==> src/rtl/pio_in_edge.sv <==
// pio_in_edge: parallel input port with per-bit edge capture and a level
// interrupt, behind a small four-register bus slave.
//
// The external inputs pass through a two-flop synchroniser. The filtered
// value is then compared with its value one cycle earlier to find edges.
// Each detected edge latches a sticky bit in edge_capture. Software clears
// those bits by writing 1s to address 3. irq is the registered OR of
// (edge_capture & irq_mask).
//
// Register map:
//   0 data         (filtered inputs, read-only)
//   1 reserved     (reads 0, writes ignored)
//   2 irq_mask     (R/W)
//   3 edge_capture (read, write-1-to-clear)
//
// Optional feature: define PIO_IN_DEBOUNCE_EN to add a per-bit debounce
// filter. A bit of the filtered value follows its synchronised input only
// after the input has differed from it for DEBOUNCE_CYCLES consecutive
// cycles. Without the macro, the filtered value is the synchroniser output.
//
// Parameters:
//   WIDTH           number of input bits (1..32)
//   EDGE_TYPE       0 = rising, 1 = falling, 2 = any edge
//   DEBOUNCE_CYCLES stable-cycle count for the debounce filter (2..65535)
//
// Ports:
//   clk         clock, all logic on the rising edge
//   reset_n     asynchronous active-low reset
//   address     register select
//   chipselect  bus access qualifier
//   write_n     active-low write strobe
//   writedata   write data
//   in_port     asynchronous external inputs
//   readdata    registered read data, one cycle latency, 0 when not selected
//   irq         registered level interrupt, active-high
module pio_in_edge #(
  parameter int WIDTH           = 8,
  parameter int EDGE_TYPE       = 0,
  parameter int DEBOUNCE_CYCLES = 16
) (
  input  logic             clk,
  input  logic             reset_n,
  input  logic [1:0]       address,
  input  logic             chipselect,
  input  logic             write_n,
  input  logic [WIDTH-1:0] writedata,
  input  logic [WIDTH-1:0] in_port,
  output logic [WIDTH-1:0] readdata,
  output logic             irq
);

  // Elaboration-time parameter range checks.
  generate
    if (WIDTH < 1 || WIDTH > 32) begin : g_bad_width
      $error("pio_in_edge: WIDTH must be 1..32");
    end
    if (EDGE_TYPE < 0 || EDGE_TYPE > 2) begin : g_bad_edge_type
      $error("pio_in_edge: EDGE_TYPE must be 0, 1 or 2");
    end
    if (DEBOUNCE_CYCLES < 2 || DEBOUNCE_CYCLES > 65535) begin : g_bad_debounce
      $error("pio_in_edge: DEBOUNCE_CYCLES must be 2..65535");
    end
  endgenerate

  logic [WIDTH-1:0] sync1;
  logic [WIDTH-1:0] sync2;
  logic [WIDTH-1:0] filt;
  logic [WIDTH-1:0] prev;
  logic [WIDTH-1:0] edge_det;
  logic [WIDTH-1:0] irq_mask;
  logic [WIDTH-1:0] edge_capture;
  logic [WIDTH-1:0] clr_bits;
  logic [WIDTH-1:0] rd_mux;
  logic [1:0]       arm_cnt;
  logic             armed;
  logic             wr_en;

  // Two-flop synchroniser for the asynchronous inputs.
  always_ff @(posedge clk or negedge reset_n) begin
    if (!reset_n) begin
      sync1 <= '0;
      sync2 <= '0;
    end else begin
      sync1 <= in_port;
      sync2 <= sync1;
    end
  end

`ifdef PIO_IN_DEBOUNCE_EN
  localparam logic [15:0] DB_LAST = 16'(DEBOUNCE_CYCLES - 1);

  logic [15:0] db_cnt [WIDTH];

  // A counter runs only while sync2 disagrees with filt. A single-bit input
  // that changes back returns to agreement, so that case also restarts the
  // count. filt takes the new value on the DEBOUNCE_CYCLES-th disagreeing
  // cycle.
  always_ff @(posedge clk or negedge reset_n) begin
    if (!reset_n) begin
      filt <= '0;
      for (int i = 0; i < WIDTH; i++) begin
        db_cnt[i] <= '0;
      end
    end else begin
      for (int i = 0; i < WIDTH; i++) begin
        if (sync2[i] == filt[i]) begin
          db_cnt[i] <= '0;
        end else if (db_cnt[i] == DB_LAST) begin
          filt[i]   <= sync2[i];
          db_cnt[i] <= '0;
        end else begin
          db_cnt[i] <= db_cnt[i] + 16'd1;
        end
      end
    end
  end
`else
  assign filt = sync2;
`endif

  // prev lags filt by one cycle. The arm counter keeps edge detection off
  // until the synchroniser has filled after reset release, so inputs held
  // high through reset do not look like a rising edge.
  always_ff @(posedge clk or negedge reset_n) begin
    if (!reset_n) begin
      prev    <= '0;
      arm_cnt <= '0;
    end else begin
      prev <= filt;
      if (arm_cnt != 2'd3) begin
        arm_cnt <= arm_cnt + 2'd1;
      end
    end
  end

  assign armed = (arm_cnt == 2'd3);

  always_comb begin
    edge_det = '0;
    if (armed) begin
      case (EDGE_TYPE)
        0:       edge_det = filt & ~prev;
        1:       edge_det = ~filt & prev;
        default: edge_det = filt ^ prev;
      endcase
    end
  end

  assign wr_en    = chipselect && !write_n;
  assign clr_bits = (wr_en && address == 2'd3) ? writedata : '0;

  always_comb begin
    rd_mux = '0;
    if (chipselect) begin
      case (address)
        2'd0:    rd_mux = filt;
        2'd2:    rd_mux = irq_mask;
        2'd3:    rd_mux = edge_capture;
        default: rd_mux = '0;
      endcase
    end
  end

  // A set from a new edge is OR-ed in after the clear, so it wins when both
  // hit the same bit in the same cycle.
  always_ff @(posedge clk or negedge reset_n) begin
    if (!reset_n) begin
      irq_mask     <= '0;
      edge_capture <= '0;
      irq          <= 1'b0;
      readdata     <= '0;
    end else begin
      if (wr_en && address == 2'd2) begin
        irq_mask <= writedata;
      end
      edge_capture <= (edge_capture & ~clr_bits) | edge_det;
      irq          <= |(edge_capture & irq_mask);
      readdata     <= rd_mux;
    end
  end

endmodule
==> config.mk <==
export PLATFORM = sky130hd
export DESIGN_NAME = pio_in_edge
export DESIGN_NICKNAME = d
export VERILOG_FILES = /design/src/rtl/pio_in_edge.sv
export SDC_FILE = /design/constraint.sdc
export NUM_CORES = 1
export LEC_CHECK = 0
export CAP_MARGIN = 20
export CELL_PAD_IN_SITES_DETAIL_PLACEMENT = 1
export CELL_PAD_IN_SITES_GLOBAL_PLACEMENT = 1
export CORE_UTILIZATION = 42
export DETAILED_ROUTE_END_ITERATION = 12
export PLACE_DENSITY_LB_ADDON = 0.1
export SYNTH_ARGS = -nofsm -noshare
export SYNTH_HDL_FRONTEND = slang
export SYNTH_SLANG_ARGS = --single-unit
export TNS_END_PERCENT = 20
==> constraint.sdc <==
create_clock -name clk -period 1.5 [get_ports clk]
set_input_delay 0.3 -clock clk [delete_from_list [all_inputs] [get_ports clk]]
set_output_delay 0.3 -clock clk [all_outputs]
set_load 0.005 [all_outputs]
==> metrics.md, run 1 <==
| Metric | Value |
|---|---|
| Final min period | 1440 ps |
| Clock Latency Late Sink | 300 ps |
| Critical Path Sink Type | primary output |
| Starting Density | 43.9% |
| Final Hold Vio Count | 0 |
| Post_cts resized | 0 |
| Final period util | 95.9% |
| Clock buffer count from CTS | 5 |
| Die area | 4820 um2 |
| Clock transition at path regs | 90 ps |
| Vias in the first global route | 1359 |
| Chip height | 69.4 um |
| Post-Synthesis Cells | 132 |
| Post-DP HPWL | 3.00 mm |
| CORE AREA | 4350 um2 |
| Crit Path Max Fanout | 1 |
| Chip width | 69.4 um |
| Max VDD drop | 0.000468 V |
| GP Congestion | 0.758 |
| Placed cells | 222 |
| Root buffer cell | clkbuf_8 |
| Layout net count | 201 |
| Power density over the cells | 1080 nW/um2 |
| Lkg Pwr | 1.13 nW |
| Data arrival, critical path | 1140 ps |
| Yosys top cell by area | dfrtp_1 |
| Final Instance Count excl. Fillers | 229 |
| Crit path launch type | flop |
| Number of DRC markers in iteration 0 | 58 |
| Top cells by area, synth | dfrtp_1 (67%), mux2_4 (6.3%), mux2i_1 (3.7%), nand3b_1 (3.1%), o211ai_1 (3.1%) |
| Vias per cell | 5.35 |
| Netlist cell types | 22 |
| First-pass GRT wire length | 7.07 mm |
| Crit path kind | flop to primary output |
| Main synth FF type | dfrtp_1 |
| Inserted Diodes | 0 |
| RSZ-0062 raised after global routing | no |
| Outcome | finished, final reports clean |
| Total number of vias | 1226 |
| Worst Path Required | 1200 ps |
| 1st-pass router iterations | 4 |
| Final ANT Viol Nets | 0 |
| Port Buffer Count | 30 |
| Top achievable clock speed | 695 MHz |
| Number of synthesized register bits | 51 |
| Post-CTS Setup Bufs | 0 |
| Crit-path cells | clkdlybuf4s50_1 |
| Hold Path Class | flop to flop |
| Ys async rst share | 100% |
| Clk_skew | 5.85 ps |
| Most common cell in the netlist | dfrtp_1 |
| DR DRC count | 0 |
| Top-area cell type share of the netlist area | 66.8% |
| Routed WL per cell | 18.0 um |
| Final Max Slew Viols | 0 |
| CTS tree | yes |
| I/O pin cnt | 31 |
| Clock Tree Buf Depth | 2 |
| Crit path max-delay family | buffers and inverters |
| Crit-path max cell delay | 490 ps |
| Count of final setup violators | 0 |
| Worst-margin pin slew | 393 ps |
| WP buf/inv | 1 |
| Mapped Nets | 155 |
| Max-cap violations | 0 |
| Number of clock sinks | 51 |
| Mean Syn Cell Area | 14.5 um2 |
| Critical-path top delay cell | clkdlybuf4s50_1 |
| FP Rows | 24 |
| Synthesis-to-finish area growth | 27.7% |
| GRT Total Usage | 19.5% |
| Seq/Total Area, Yosys | 66.8% |
| Detailed Route WL | 4.12 mm |
| H-tree depth | 2 |
| Post-synth EDFFs | 0 |
| Initial antenna violation count | 0 |
| Warnings, synthesis | 0 |
| Slew margin rel. | 73.8% |
| Grt ovf | 0 |
| Setup TNS | 0 ps |
| Layout cells sized above 1 | 16.9% |
| Cell Area, Synth | 1910 um2 |
| Pin count of the biggest net entering global routing | 20 |
[power breakdown]
group | internal (W) | switching, W
Sequential | 0.00148 | 0.0000706
Combinational | 0.000227 | 0.000136
Clock | 0.000312 | 0.000405
[cells in the final DEF (no fill, tap or decap), drive strengths merged, types with 8 or more instances in the layout]
master,count
o211ai,8
nand2,8
inv,8
nand3b,8
mux2,10
dfrtp,51
nand2b,9
clkdlybuf4s50,29
buf,14
[routing by layer]
metal | wire length, um | global-route usage (%)
met5 | 0 | 0
met1 | 1800 | 25.4
met4 | 57 | 6.12
met3 | 145 | 5.23
met2 | 2120 | 31.8
[flip-flops by register name, summed over array words and instances, names as in the netlist]
register / count
irq_mask: 8
irq: 1
readdata: 8
edge_capture: 8
filt: 8
arm_cnt: 2
sync1: 8
prev: 8
[final cells by class]
class / count / area (um2)
clock buffer: 6 / 72.6
fill: 454 / 1920
inverter: 8 / 30.0
multi-input combinational: 68 / 566
sequential: 51 / 1280
tap: 52 / 65.1
timing repair buffer: 44 / 428
[cell families after synthesis]
logic type | count (synthesis) | share of synthesized area (%)
multiplexers | 17 | 11.1
buffers and inverters | 13 | 3.54
AO/OA/AOI/OAI | 21 | 8.06
AND/OR/NAND/NOR | 28 | 9.31
adder cells (fa/ha/maj) | 1 | 0.655
flip-flops | 51 | 66.8
XOR/XNOR | 1 | 0.459
[final timing paths]
path / depth (start not counted) / start / to / slack, ps
worst min-delay path: 0 / sync1[4] / filt[4] / 350
max in group asynchronous: 3 / reset_n / readdata[6] / 540
worst min register to register: 0 / sync1[4] / filt[4] / 350
min in group asynchronous: 2 / reset_n / prev[7] / 450
worst max register to register: 4 / arm_cnt[0] / edge_capture[0] / 370
worst max-delay path: 1 / irq / irq / 60
[stage by stage]
step	hold WS (ps)	area, um2	total power (W)	setup WS (ps)	utilization (%)
6_report	352	2440	0.00263	61.9	56.0
2_1_floorplan	4.41	1910	0.00173	376	-
5_1_grt	362	2440	0.00276	6.06	56.0
3_5_place_dp	237	2350	0.00194	-179	54.1
3_3_place_gp	232	2350	0.00191	-120	54.1
4_1_cts	357	2440	0.00267	50.6	56.0
[timing repair]
action,CTS,global route
endpoints found under the setup margin,0,0
hold buffers,1,0
endpoints found under the hold margin,13,0
No activity file was read; power rests on OpenSTA's default activity.
==> inputs of run 2 (changes only) <==
--- a/config.mk
+++ b/config.mk
@@ -11,6 +11,7 @@
 export CORE_UTILIZATION = 42
 export DETAILED_ROUTE_END_ITERATION = 12
 export PLACE_DENSITY_LB_ADDON = 0.1
+export SLEW_MARGIN = 10
 export SYNTH_ARGS = -nofsm -noshare
 export SYNTH_HDL_FRONTEND = slang
 export SYNTH_SLANG_ARGS = --single-unit
==> results of run 2 <==
Final layout, timing and power as in run 1 (identical DEF).
